## config.mk

```make
export PLATFORM = sky130hd
export DESIGN_NAME = baud_gen_frac
export DESIGN_NICKNAME = d
export VERILOG_FILES = /design/src/rtl/baud_gen_frac.sv
export SDC_FILE = /design/constraint.sdc
export NUM_CORES = 1
export LEC_CHECK = 0
export CORE_AREA = 3 3 74 110
export CTS_BUF_LIST = sky130_fd_sc_hd__clkbuf_4
export CTS_CLUSTER_DIAMETER = 150
export DETAILED_ROUTE_END_ITERATION = 6
export DIE_AREA = 0 0 77 113
export DONT_BUFFER_PORTS = 1
export GPL_TIMING_DRIVEN = 0
export PLACE_DENSITY = 0.69
export SLEW_MARGIN = 10
export SYNTH_ARGS = -nofsm -noshare
export SYNTH_HDL_FRONTEND = slang
export SYNTH_SLANG_ARGS = --single-unit
```

## constraint.sdc

```tcl
create_clock -name clk -period 2.67 [get_ports clk]
set_input_delay 0.534 -clock clk [delete_from_list [all_inputs] [get_ports clk]]
set_output_delay 0.534 -clock clk [all_outputs]
set_load 0.005 [all_outputs]
```

## src/rtl/baud_gen_frac.sv

```systemverilog
// baud_gen_frac: programmable UART baud-rate generator.
//
// Produces a single-cycle oversampling tick (rx_tick) for the receiver and a
// bit-rate tick (tx_tick) for the transmitter. The divisor is loaded into
// shadow registers at any time. It moves to the active registers only on a
// period boundary, so a rate change never produces a shortened or stretched
// tick.
//
// Optional feature: define BAUD_FRAC_EN to enable the fractional divisor
// accumulator. Without it, div_frac is ignored and the period is exactly the
// integer divisor. The port list is identical in both builds.
//
// Ports:
//   clk       - clock
//   rst       - asynchronous, active-low reset
//   en        - generator enable; when low, the counters are held at 0 and
//               shadow registers flow straight to the active registers
//   div_int   - integer clocks per rx_tick (values below 2 are clamped to 2)
//   div_frac  - fractional clocks per rx_tick, in units of 1/2^FRAC_W
//   div_load  - single-cycle strobe capturing div_int/div_frac into the shadows
//   rx_tick   - registered 1-cycle pulse at baud*OVERSAMPLE
//   tx_tick   - registered 1-cycle pulse at the baud rate
//   os_phase  - count of rx_tick events modulo OVERSAMPLE
module baud_gen_frac #(
    parameter int unsigned FREQUENCY    = 100000000,
    parameter int unsigned DEFAULT_BAUD = 9600,
    parameter int unsigned OVERSAMPLE   = 16,
    parameter int unsigned DIV_W        = 16,
    parameter int unsigned FRAC_W       = 4
) (
    input  logic                          clk,
    input  logic                          rst,
    input  logic                          en,
    input  logic [DIV_W-1:0]              div_int,
    input  logic [FRAC_W-1:0]             div_frac,
    input  logic                          div_load,
    output logic                          rx_tick,
    output logic                          tx_tick,
    output logic [$clog2(OVERSAMPLE)-1:0] os_phase
);

    localparam int unsigned PH_W        = $clog2(OVERSAMPLE);
    localparam int unsigned DEF_RAW     = FREQUENCY / (DEFAULT_BAUD * OVERSAMPLE);
    localparam int unsigned DEF_CLAMPED = (DEF_RAW < 2) ? 2 : DEF_RAW;

    localparam logic [DIV_W-1:0] DEF_DIV = DIV_W'(DEF_CLAMPED);
    localparam logic [DIV_W-1:0] MIN_DIV = DIV_W'(2);
    localparam logic [DIV_W:0]   CNT_ONE = (DIV_W + 1)'(1);
    localparam logic [PH_W-1:0]  PH_ONE  = PH_W'(1);
    localparam logic [PH_W-1:0]  PH_LAST = PH_W'(OVERSAMPLE - 1);

    logic [DIV_W-1:0] sh_int;
    logic [DIV_W-1:0] act_int;
    logic [DIV_W-1:0] div_clamped;
    logic [DIV_W:0]   cnt;
    logic [DIV_W:0]   period;
    logic [DIV_W:0]   last_cnt;
    logic             carry;
    logic             boundary;
    logic             phase_wrap;

`ifdef BAUD_FRAC_EN
    logic [FRAC_W-1:0] sh_frac;
    logic [FRAC_W-1:0] act_frac;
    logic [FRAC_W-1:0] acc;
    logic [FRAC_W:0]   frac_sum;

    // acc and act_frac only change on a boundary (or while disabled), so the
    // carry seen during a period is the one evaluated as that period started.
    assign frac_sum = {1'b0, acc} + {1'b0, act_frac};
    assign carry    = frac_sum[FRAC_W];
`else
    logic unused_frac;

    assign unused_frac = ^div_frac;
    assign carry       = 1'b0;
`endif

    always_comb begin
        div_clamped = (div_int < MIN_DIV) ? MIN_DIV : div_int;
        period      = {1'b0, act_int} + {{DIV_W{1'b0}}, carry};
        last_cnt    = period - CNT_ONE;
        boundary    = (cnt == last_cnt);
        phase_wrap  = (os_phase == PH_LAST);
    end

    always_ff @(posedge clk or negedge rst) begin
        if (!rst) begin
            sh_int   <= DEF_DIV;
            act_int  <= DEF_DIV;
            cnt      <= '0;
            os_phase <= '0;
            rx_tick  <= 1'b0;
            tx_tick  <= 1'b0;
`ifdef BAUD_FRAC_EN
            sh_frac  <= '0;
            act_frac <= '0;
            acc      <= '0;
`endif
        end else begin
            if (div_load) begin
                sh_int  <= div_clamped;
`ifdef BAUD_FRAC_EN
                sh_frac <= div_frac;
`endif
            end

            if (!en) begin
                // Abort any period in progress; the divisor tracks the shadow.
                cnt      <= '0;
                os_phase <= '0;
                rx_tick  <= 1'b0;
                tx_tick  <= 1'b0;
                act_int  <= sh_int;
`ifdef BAUD_FRAC_EN
                acc      <= '0;
                act_frac <= sh_frac;
`endif
            end else if (boundary) begin
                // Shadow is read before this cycle's load lands, so a load in
                // the boundary cycle takes effect at the following boundary.
                cnt      <= '0;
                rx_tick  <= 1'b1;
                tx_tick  <= phase_wrap;
                os_phase <= phase_wrap ? '0 : os_phase + PH_ONE;
                act_int  <= sh_int;
`ifdef BAUD_FRAC_EN
                acc      <= frac_sum[FRAC_W-1:0];
                act_frac <= sh_frac;
`endif
            end else begin
                cnt     <= cnt + CNT_ONE;
                rx_tick <= 1'b0;
                tx_tick <= 1'b0;
            end
        end
    end

endmodule

```

# --- Yosys cells after proc, flatten, opt, wreduce, memory -nomap -nowiden ---
# Cells that the tools add are included.
# Widths: inputs -> output; s select.
totals:
  latch_bits: 0
  n_memories: 0
  input_bits: 24
  word_cells: 25
  out_inout_bits: 6
  rom_bits: 0
  regBits: 55
  ram_bits: 0
classes:
  n_eq_ne: 3
  n_addsub: 3
  n_bitwise: 0
  n_reduce_logical: 0
  order_cmp: 1
  mul: 0
  div: 0
  shifts: 0
  n_mux: 12
op_table:
  columns: ["op", "n"]
  rows:
  - ["$mux 16", 3]
  - ["$mux 17", 2]
  - ["$add 17x1->17 const B", 1]
  - ["$eq 17x17->1", 1]
  - ["$sub 16x1->17 const B", 1]
  - ["$lt 16x2->1 const B", 1]
  - ["$mux 4", 3]
  - ["$add 4x1->4 const B", 1]
  - ["$eq 4x4->1 const B", 1]
  - ["$mux 1", 4]
  - ["$ne 2x1->1 const B", 1]

# --- Logic depth before layout (Yosys ltp) ---
# Gate-level depths: netlist of the first run.
depth:
  word_depth: 4
  mapped_depth: 12
  mapped_depth_nobuf: 9

# --- Worst setup path after synthesis of the first run ---
# Ideal clock, no wire load.
synth_path:
  path_kind: "reg-to-reg"
  from: "register act_int[0]"
  to: "register act_int[13]"
  path_slack_ns: -0.150
  path_buffers: 2
  stages_incl_launch_ff: 12
  t_arrival_ns: 2.692
  setup_time_ns: 0.128
  path_cell_list: "dfstp_2 > inv_1 > ha_1 > or4b_1 > buf_2 > a2111oi_0 > a211oi_1 > o31ai_2 > nand4_2 > nand2_2 > buf_4 > mux2_1"
synth_via:
  elab_chain_len: 3
synth_rtl:
  columns: ["item", "line", "text"]
  rows:
  - ["start: declaration", "53", "logic [DIV_W-1:0] act_int;"]
  - ["start signal: assignment", "114", "act_int <= sh_int;"]
  - ["start signal: assignment", "126", "act_int <= sh_int;"]
  - ["$sub 16x1->17", "82", "last_cnt = period - CNT_ONE;"]
  - ["$eq 17x17->1", "83", "boundary = (cnt == last_cnt);"]
  - ["$ne 2x1->1 (no source line)", null, null]
# Every way passes these cells.
# A chain may end at the register's enable or synchronous reset.

# --- Final worst setup path of the first run ---
layout_path:
  from: "register act_int[2]"
  to: "register act_int[5]"
# The elaborated chain is that of the path after synthesis.

==> metrics.yaml, run 1 <==
intPower_mw: 1.277
p_leak_nw: 1.543
grt_start_max_net_pins: 56
ff2ff_path_depth: 9
cts_buffer_depth: 2
die_y_um: 113
synth_compound_area_share_pct: 7.513
yosysTopAreaCellShare_pct: 37.36
arrival_ns: 3.15
synth-simple-area-share_pct: 17.81
globalplace.congestion: 0.8690
synth_area_sq_um: 3014
dieArea_sq_um: 8701
grt_pass1_wl_um: 11020
cts_buffers: 5
violations: "setup timing"
coreArea_sq_um: 7274
synth_nets: 313
pwr-share-seq_pct: 53.8
criticalPathCategory: "flip-flop to flip-flop"
htree_num_levels: 2
switching_share_pct: 31.28
period_minus_slack_ns: 2.847
path_max_fanout: 6
clock_sinks: 55
post-route-drc-count: 0
period_share_pct: 106.6
num_rows: 38
port_buffers: 0
wirelength_um: 7025
fin_ws_ns: -0.1770
overflow: 0
syn-instance-count: 286
grt_usage_pct: 16.00
worstPathRequired_ns: 2.97
pre_cts_slack_ns: -0.4030
skew_ns: 0.006142
grt_pass1_vias: 2321
dp.cells: 386
drv_slew: 0
ys.flop_type: "dfrtp_1"
startpoint_type: "flip-flop"
yosysUniqueCellTypes: 55
synthXorXnorAreaFrac_pct: 10.75
async_flop_share_pct: 100.0
synthTopCellsByCount: "dfrtp_1 (45), nor2_1 (32), xor2_1 (20)"
status: "finished, violations left"
drtAntennaViolNets: 0
syn_avg_cell_area_sq_um: 10.54
synth_area_leaders: "dfrtp_1 (37%), dfstp_2 (8.7%), xor2_1 (5.8%)"
wl_per_cell_um: 16.85
fmax_ghz: 0.3513
pwr-share-clk_pct: 20.5
yosysWarnings: 0
synth_top_area_cell: "dfrtp_1"
vias: 2293
synth-edff-count: 0
io-pin-count: 30
start_util_pct: 41.43
hold_violations: 0
ys_ff_latch: 55
setup_violations: 37
synth.most_common_cell: "dfrtp_1"
place_hpwl_um: 4586
cap_violations: 0
crit_path_end_kind: "flip-flop"
dr.pass1.iters: 4
tritoncts: "built"
min_delay_path_depth: 2
drive_gt1_share_pct: 39.43
n_antenna_cell: 0
min_path_type: "input port to flip-flop"
vdd_drop_max_mv: 0.4686
power_frac_comb_pct: 25.7
netSwitchingPower_mw: 0.5813
synth_adder_area_share_pct: 1.245
clk_pin_slew_ns: 0.16
area_delta_synth_final_pct: 27.31
clock_latency_ns: 0.39
worstMarginPinSlew_ns: 0.6615
maxSlewHeadroom_pct: 55.74
p_total_mw: 1.859
num-nets-final: 343
power_density_nw_per_um2: 484.3
cts-root-buf: "clkbuf_4"
antenna_found_initial: 0
vias_per_cell: 5.499
die_x_um: 77
yosys-mux-area-fraction_pct: 12.16
rsz0062_at_grt: "true"
drt-initial-drc-count: 49
layoutNonFillerInstCount: 417
whs_ns: 0.2421
synth-seq-area-share_pct: 46.08
synth_top_family_by_area: "simple AND/OR/NAND/NOR gates"
-- critical path, stage by stage, from the launching register on --
cell       delay (ns)
dfrtp_1          0.43
buf_4            0.14
or4b_4           0.60
o41ai_2          0.25
o211ai_1         0.15
a221oi_2         0.36
nand4_4          0.19
nand2_4          0.17
clkbuf_16        0.17
mux2_4           0.29
-- state kept, by name, summed over array words and instances (netlist names) --
register  flops
os_phase      4
act_int      16
rx_tick       1
tx_tick       1
sh_int       16
cnt          17
-- repair_timing --
action                                 4_1_cts  5_1_grt
gates resized for setup                     21       49
hold buffers                                 2        0
setup endpoints to repair                   36       38
endpoints found under the hold margin       55        0
pin swaps                                   17       15
buffers inserted                            10       14
gates cloned                                 0        2
-- cell families after synthesis --
| group | after synthesis |
|---|---|
| mux | 33 |
| xor+xnor | 37 |
| flops | 55 |
| fa+ha+maj | 3 |
| compound gates | 29 |
| buf+inv | 27 |
| simple gates | 102 |
-- layer usage --
metal  GRT usage (%)  vias to the layer above  wire length [um]
met1           16.34                     1145              2653
met5               0                        -                 0
li1                -                     1068                 -
met3           3.264                       23               214
met4           7.482                        0               252
met2           30.68                       57              3904
-- cell type report --
| cell class | instances | area [sq um] |
|---|---|---|
| Timing Repair Buffer | 28 | 299.0 |
| Clock inverter | 3 | 23.77 |
| Clock buffer | 5 | 37.54 |
| Fill cell | 613 | 3437 |
| Multi-Input combinational cell | 204 | 1794 |
| Inverter | 7 | 26.28 |
| Sequential cell | 55 | 1389 |
| Buffer | 15 | 142.6 |
| Tap cell | 100 | 125.1 |
-- power by group through the flow --
| stage | combinational, mW | sequential [mW] | clock (mW) |
|---|---|---|---|
| 3_5_place_dp | 0.344 | 0.981 | 0 |
| 4_1_cts | 0.402 | 0.976 | 0.397 |
| 2_1_floorplan | 0.289 | 0.965 | 0 |
| 6_report | 0.478 | 1.00 | 0.380 |
| 5_1_grt | 0.511 | 1.01 | 0.423 |
| 3_3_place_gp | 0.336 | 0.978 | 0 |
-- cells in the final DEF, fill, tap and decap left out, types with 2 or more instances in the layout --
cell type  netlist  layout
o21ai_1          1       2
buf_8            0       2
xor2_1          20      20
nor4_4           0       2
buf_6            2       6
buf_12           0       4
xnor2_1         17      17
nor2_2           0      13
dfrtp_1         45      45
o31ai_1          2       2
mux2_2          14      14
and3_1           5       5
nand4_1          4       4
nand2_1         16      16
a31oi_1          3       2
o211ai_1         2       2
nor2_1          32      14
dfstp_2         10      10
clkbuf_4         0       6
mux2i_1          4       4
o21ai_0          5       3
inv_2            0       2
clkbuf_1         9       6
mux2_4           0      15
nor3_1           9       8
ha_1             3       2
nand3_1         10      10
inv_1            7       5
or4_4            0       3
buf_4            3      19
nor4_1           7       5
clkbuf_16        0       2
a2111oi_4        0       2
nor2_4           0       5
or4_1            5       2
-- final timing paths --
kind                                             start                       to  slack (ns)
min in group asynchronous                          rst  act_int[10]$_DFFE_PN0P_        0.65
worst max register to register  act_int[2]$_DFFE_PN0P_   act_int[5]$_DFFE_PN0P_       -0.18
worst min register to register   sh_int[0]$_DFFE_PN1P_   act_int[0]$_DFFE_PN1P_        0.52
worst max-delay path            act_int[2]$_DFFE_PN0P_   act_int[5]$_DFFE_PN0P_       -0.18
max in group asynchronous                          rst   act_int[3]$_DFFE_PN1P_        1.75
worst min-delay path                        div_int[0]    sh_int[0]$_DFFE_PN1P_        0.24
-- through the flow --
stage                     util (%)  setup TNS, ns  area, sq um
after CTS                    48.42         -2.812         3522
after global routing         52.75         -7.759         3837
after global placement       44.67         -8.983         3249
after floorplan                  -        -0.2237         3124
after detailed placement     44.67         -10.68         3249
final                        52.75         -4.345         3837
Power figures use the tool's default switching activity.
==> run 2: changes to the inputs <==
--- a/config.mk
+++ b/config.mk
@@ -5,14 +5,16 @@
 export SDC_FILE = /design/constraint.sdc
 export NUM_CORES = 1
 export LEC_CHECK = 0
-export CORE_AREA = 3 3 74 110
+export CORE_AREA = 3 3 64 96
 export CTS_BUF_LIST = sky130_fd_sc_hd__clkbuf_4
 export CTS_CLUSTER_DIAMETER = 150
 export DETAILED_ROUTE_END_ITERATION = 6
-export DIE_AREA = 0 0 77 113
+export DIE_AREA = 0 0 67 99
 export DONT_BUFFER_PORTS = 1
 export GPL_TIMING_DRIVEN = 0
-export PLACE_DENSITY = 0.69
+export HOLD_SLACK_MARGIN = 0.12
+export PLACE_DENSITY = 0.85
+export RECOVER_POWER = 100
 export SLEW_MARGIN = 10
 export SYNTH_ARGS = -nofsm -noshare
 export SYNTH_HDL_FRONTEND = slang
==> metrics.yaml, run 2 (synthesized netlist as in run 1, its figures left out) <==
grt_pass1_wl_um: 12410
drv_slew: 0
drt-initial-drc-count: 144
post-route-drc-count: 0
n_antenna_cell: 0
period_minus_slack_ns: 3.018
stdcell_area_sq_um: 3729
critPathTopFamily: "compound AO/OA/AOI/OAI gates"
num-nets-final: 340
status: "finished, violations left"
globalplace.congestion: 0.8574
power_density_nw_per_um2: 497.3
crit_buf_inv: 4
area_delta_synth_final_pct: 23.70
hold_violations: 0
place_area_sq_um: 3212
path_max_fanout: 5
overflow: 0
maxSlewHeadroom_pct: 13.16
fin_ws_ns: -0.3483
violations: "setup timing"
antenna_found_initial: 0
htree_num_levels: 2
cap_violations: 0
multi_input_area_sq_um: 1770
coreArea_sq_um: 5450
die_x_um: 67
cts-root-buf: "clkbuf_4"
hp-start: "div_int[1]"
dr.pass1.iters: 4
vias: 2389
cp_common_cell: "buf_6"
period_share_pct: 113.0
wl_per_cell_um: 20.79
fmax_ghz: 0.3313
die_y_um: 99
top_regs: "cnt (17), act_int (16), sh_int (16)"
grt_usage_pct: 25.24
worstPathCellList: "inv_2, ha_4, or4b_4, o41ai_4, o211ai_1, a221oi_2, nand4_4, buf_6, buf_6, buf_6, mux2i_2, nor2_1"
vias_per_cell: 6.221
worstPathRequired_ns: 2.99
r2r-start: "act_int[0]$_DFFE_PN1P_"
worstMarginPinSlew_ns: 1.303
num_rows: 33
cts_buffer_depth: 2
place_hpwl_um: 4603
port_buffers: 0
min_path_type: "input port to flip-flop"
clock_latency_ns: 0.41
largest-register: "cnt"
startpoint_type: "flip-flop"
wirelength_um: 7983
grt_pass1_vias: 2436
cp-startpoint: "act_int[0]$_DFFE_PN1P_"
io-pin-count: 30
drtAntennaViolNets: 0
final_cell_mix: "dfrtp_1 (45), xor2_1 (20), xnor2_1 (17)"
pre_cts_slack_ns: -0.3567
start_util_pct: 55.30
setup_violations: 39
clock_sinks: 55
cts_buffers: 5
skew_ns: 0.01394
rsz0062_at_grt: "true"
clk_pin_slew_ns: 0.17
crit_path_end_kind: "flip-flop"
slowest_delay_ns: 0.50
p_leak_nw: 1.508
arrival_ns: 3.33
drive_gt1_share_pct: 37.58
critPathSlowestCell: "or4b_4"
rrSetupSlack_ns: -0.35
grt_start_max_net_pins: 56
tritoncts: "built"
dieArea_sq_um: 6633
fill_cells: 350
largest_register_ffs: 17
criticalPathCategory: "flip-flop to flip-flop"
final_common_cell: "dfrtp_1"
regArea_sq_um: 1389
vdd_drop_max_mv: 0.5298
## run 2: worst paths after layout
check,to,cells past startpoint
worst min-delay path,sh_int[1]$_DFFE_PN1P_,1
worst max register to register,os_phase[1]$_DFFE_PN0P_,12
min in group asynchronous,cnt[8]$_DFF_PN0_,2
worst max-delay path,os_phase[1]$_DFFE_PN0P_,12
worst min register to register,act_int[8]$_DFFE_PN0P_,1
max in group asynchronous,act_int[13]$_DFFE_PN0P_,2
## run 2: where the power goes
part / switching [mW] / leakage [nW] / total (mW) / internal [mW]
clock network: 0.287 / 0.0360 / 0.396 / 0.109
registers: 0.0823 / 0.681 / 0.995 / 0.913
logic: 0.236 / 0.790 / 0.464 / 0.227
## run 2: cell type report
type | count | share of cell area, %
Buffer | 14 | 2.584
Timing Repair Buffer | 26 | 8.020
Clock buffer | 5 | 1.007
Sequential cell | 55 | 37.25
Clock inverter | 3 | 0.6040
Inverter | 7 | 0.7047
Multi-Input combinational cell | 204 | 47.48
Tap cell | 70 | 2.349
## run 2: through the flow
step                      util, %  TNS, ns  total power [mW]  hold WS (ns)  std cells
final                       68.41   -9.760             1.854        0.2461        384
after global routing        68.41   -11.23             1.918        0.2496        384
after detailed placement    58.93   -9.083             1.328        0.2406        356
after global placement      58.93   -8.006             1.308        0.2405        356
after floorplan                 -  -0.2237             1.254        0.2384        286
after CTS                   67.08   -3.317             1.809        0.2508        383
## run 2: layer usage
layer  vias to the layer above  wire (um)  GRT usage (%)
li1                       1059          -              -
met1                      1183       2934          28.44
met2                       110       4284          44.62
met3                        37        385          4.219
met4                         0        380          12.19
met5                         -          0              0
## run 2: timing repair
item | in CTS | in global routing
pin swaps | 17 | 17
hold endpoints to repair | 55 | 0
buffers inserted | 18 | 6
gates resized for setup | 44 | 28
gates cloned | 2 | 0
hold buffers | 2 | 0
endpoints found under the setup margin | 36 | 39
==> run 3: changes to the inputs <==
--- a/config.mk
+++ b/config.mk
@@ -5,6 +5,7 @@
 export SDC_FILE = /design/constraint.sdc
 export NUM_CORES = 1
 export LEC_CHECK = 0
+export ABC_CLOCK_PERIOD_IN_PS = 2670
 export CORE_AREA = 3 3 64 96
 export CTS_BUF_LIST = sky130_fd_sc_hd__clkbuf_4
 export CTS_CLUSTER_DIAMETER = 150
==> results of run 3 <==
The final DEF is identical to that of run 2; final timing and power are the same.
==> variant (settings of run 1) <==
Build with the macro `BAUD_FRAC_EN` defined.
--- a/src/rtl/baud_gen_frac.sv
+++ b/src/rtl/baud_gen_frac.sv
@@ -22,4 +22,6 @@
 //   tx_tick   - registered 1-cycle pulse at the baud rate
 //   os_phase  - count of rx_tick events modulo OVERSAMPLE
+`define BAUD_FRAC_EN
+
 module baud_gen_frac #(
     parameter int unsigned FREQUENCY    = 100000000,
Behaviour: not the same (Yosys sat finds a counterexample within 10 cycles, from zero or initial values and one cycle with rst low).
==> variant against run 1 <==
The run still ends with setup timing left; worst hold slack got worse by 0.011 ns; power increased by 16%; sequential cell count increased by 12; design area increased by 11%; synthesized area increased by 18%; worst setup slack got worse by 0.84 ns; non-clock buffer count decreased by 14; via count increased by 4.9%; critical path type unchanged; count of clock-buffer cells in the layout increased by 5; utilization increased by 5.7 points; wire length increased by 0.43%.
==> variant: results (changes against run 1) <==
stage	metric	value	unit	change
synthesis	Syn Nets	345		+10%
hold_path	Worst Hold Class	in -> reg		
worst_setup_path	Critical R2R Capture	act_int[10]		
routing	met3 WL	202	um	-5.6%
synthesis	Synth Area in Compound Gates	4.821	%	-2.7 points
grt	first-pass GRT wire length	11.70	mm	+6.1%
worst_setup_path	CP arrival	4.01	ns	+0.86 ns
routing	WL met2	3.794	mm	-2.8%
synthesis	most common library cells after synthesis	57 x dfrtp_1, 27 x nor2_1, 25 x mux2_2		
synthesis	sequential area share after synthesis	47.50	%	+1.4 points
place	post-DP HPWL	4.763	mm	+3.9%
routing	WL/cell	15.75	um	-6.5%
clocking	CTS max path bufs	2		unchanged
timing	setup ws final	-1.018	ns	-0.8412 ns
grt	initial antenna violation count	0		unchanged
synthesis	unique cell type count in the Yosys netlist	47		-15%
routing	Vias/cell	5.368		-2.4%
routing	met1 wire length	2.914	mm	+9.8%
clocking	H-tree Lvls	3		+1
final_layout	final net count	376		+9.6%
grt	GRT Util Overall	17.21	%	+1.2 points
synthesis	adder-cell share of the synthesized area	3.378	%	+2.1 points
synthesis	xor/xnor share of the synthesized area	8.374	%	-2.4 points
clocking	CTS Root Cell	clkbuf_4		
timing	Setup Skew	0.01531	ns	+0.009165 ns
place	pre-CTS setup slack	-1.294	ns	-0.8907 ns
hold_path	hold path start	div_int[1]		
worst_setup_path	Worst R2R Setup Slack	-1.02	ns	-0.84 ns
grt	vias in the first global route	2492		+7.4%
worst_setup_path	Critical R2R Launch	acc[0]		
place	Inst Count DP	412		+6.7%
routing	initial drt markers	162		+230%
run_status	failing checks	setup timing		
hold_path	hold worst-path end	sh_int[1]		
final_layout	share of cells above drive strength 1	35.34	%	-4.1 points
clocking	Skew-Pair Late Insertion Delay	0.43	ns	+0.04 ns
timing	worst slew pin tran	0.5590	ns	-0.1025 ns
pwr	Leakage	1.861	nW	+21%
timing	setup violators final	47		+27%
run_status	status	finished, violations left		
place	gpl congestion	0.8660		-0.35%
final_layout	Cell Count, Final, Fillers Out	448		+7.4%
place	Placed Area	0.003701	mm2	+14%
clocking	clk slew on worst S/H paths	0.12	ns	-0.04 ns
place	Port-buffer cells	0		unchanged
synthesis	proportion of synthesized area in mux cells	15.80	%	+3.6 points
grt	pin count of the biggest net entering global routing	68		+21%
hold_path	worst hold path stage count	1		-1
pwr	peak supply drop	0.3480	mV	-26%
clocking	total CTS buffers	9		+4
synthesis	post-synth top area cell	dfrtp_1		
synthesis	synth top area cells	dfrtp_1 40%, mux2_2 7.9%, dfstp_2 7.4%, mux2_4 5.1%, xor2_1 4.9%		
synthesis	Cells after Synth	312		+9.1%
worst_setup_path	R2R depth	16		+7
worst_setup_path	Max Fanout on Critical Path	7		+1
synthesis	FFs w/ async S/R, synth	100.0	%	unchanged
## variant: cell types whose count changed after synthesis, sizes merged, moves of 4 or more
| cell | change |
|---|---|
| nor2 | -5 |
| nand2 | +6 |
| ha | +5 |
| mux2i | +6 |
| mux2 | +8 |
| nor3 | -4 |
| nand2b | +4 |
| clkbuf | -7 |
| dfrtp | +12 |
## variant: routing by layer
layer	global-route usage (%)	vias to the layer above
met3	3.662	15
met1	20.03	1186
met5	0	-
li1	-	1169
met4	8.670	0
met2	29.86	35
## variant: final cells by class
class	count	area, um2
buffer	9	92.59
clock buffer	10	75.07
clock inverter	6	42.54
fill	586	3025
inverter	9	33.78
multi-input combinational	227	1921
sequential	67	1689
tap	100	125.1
timing repair buffer	20	270.3
## variant: worst max-delay path, cell delays in order (launching register included)
cell       delay [ns]
dfrtp_1          0.40
ha_2             0.19
inv_2            0.06
fa_2             0.21
inv_2            0.04
a21o_1           0.16
a21oi_2          0.11
ha_2             0.20
or4b_4           0.50
nor4_4           0.21
nand4_1          0.17
a2111oi_2        0.32
and4_4           0.29
a21o_1           0.13
buf_6            0.14
buf_12           0.14
mux2_4           0.30
## variant: cells by family after synthesis
| kind of cell | after synthesis |
|---|---|
| AND/OR/NAND/NOR | 112 |
| AO/OA/AOI/OAI | 24 |
| flip-flops | 67 |
| multiplexers | 47 |
| adder cells (fa/ha/maj) | 9 |
| buffers and inverters | 19 |
| XOR/XNOR | 34 |
## variant: power by group
part           switching (mW)  internal (mW)  total [mW]
sequential             0.0815           1.11        1.19
clock                   0.380          0.198       0.579
combinational           0.170          0.218       0.389
## variant: repair_timing
| item | CTS | global route |
|---|---|---|
| setup endpoints to repair | 47 | 47 |
| setup buffers | 10 | 6 |
| gates resized for setup | 20 | 28 |
| hold buffers | 2 | 0 |
| hold endpoints to repair | 67 | 0 |
| gates cloned | 1 | 2 |
| pin swaps | 1 | 5 |
## variant: worst max-delay path by stage
stage                        to  slack, ns  cells past startpoint
finish              act_int[10]      -1.02                     16
global route        act_int[11]      -1.17                     16
CTS                 act_frac[2]      -1.07                     17
detailed placement   act_int[5]      -1.29                     17
global placement     act_int[5]      -1.22                     17
floorplan           act_frac[0]      -0.80                     17
## variant: metrics by stage
stage	TNS, ns	utilization, %	hold WS, ns
floorplan	-29.84	-	0.2384
finish	-43.57	58.41	0.2307
CTS	-44.70	55.85	0.2190
detailed placement	-53.39	50.88	0.2397
global placement	-49.75	50.88	0.2400
global route	-51.17	58.41	0.2170
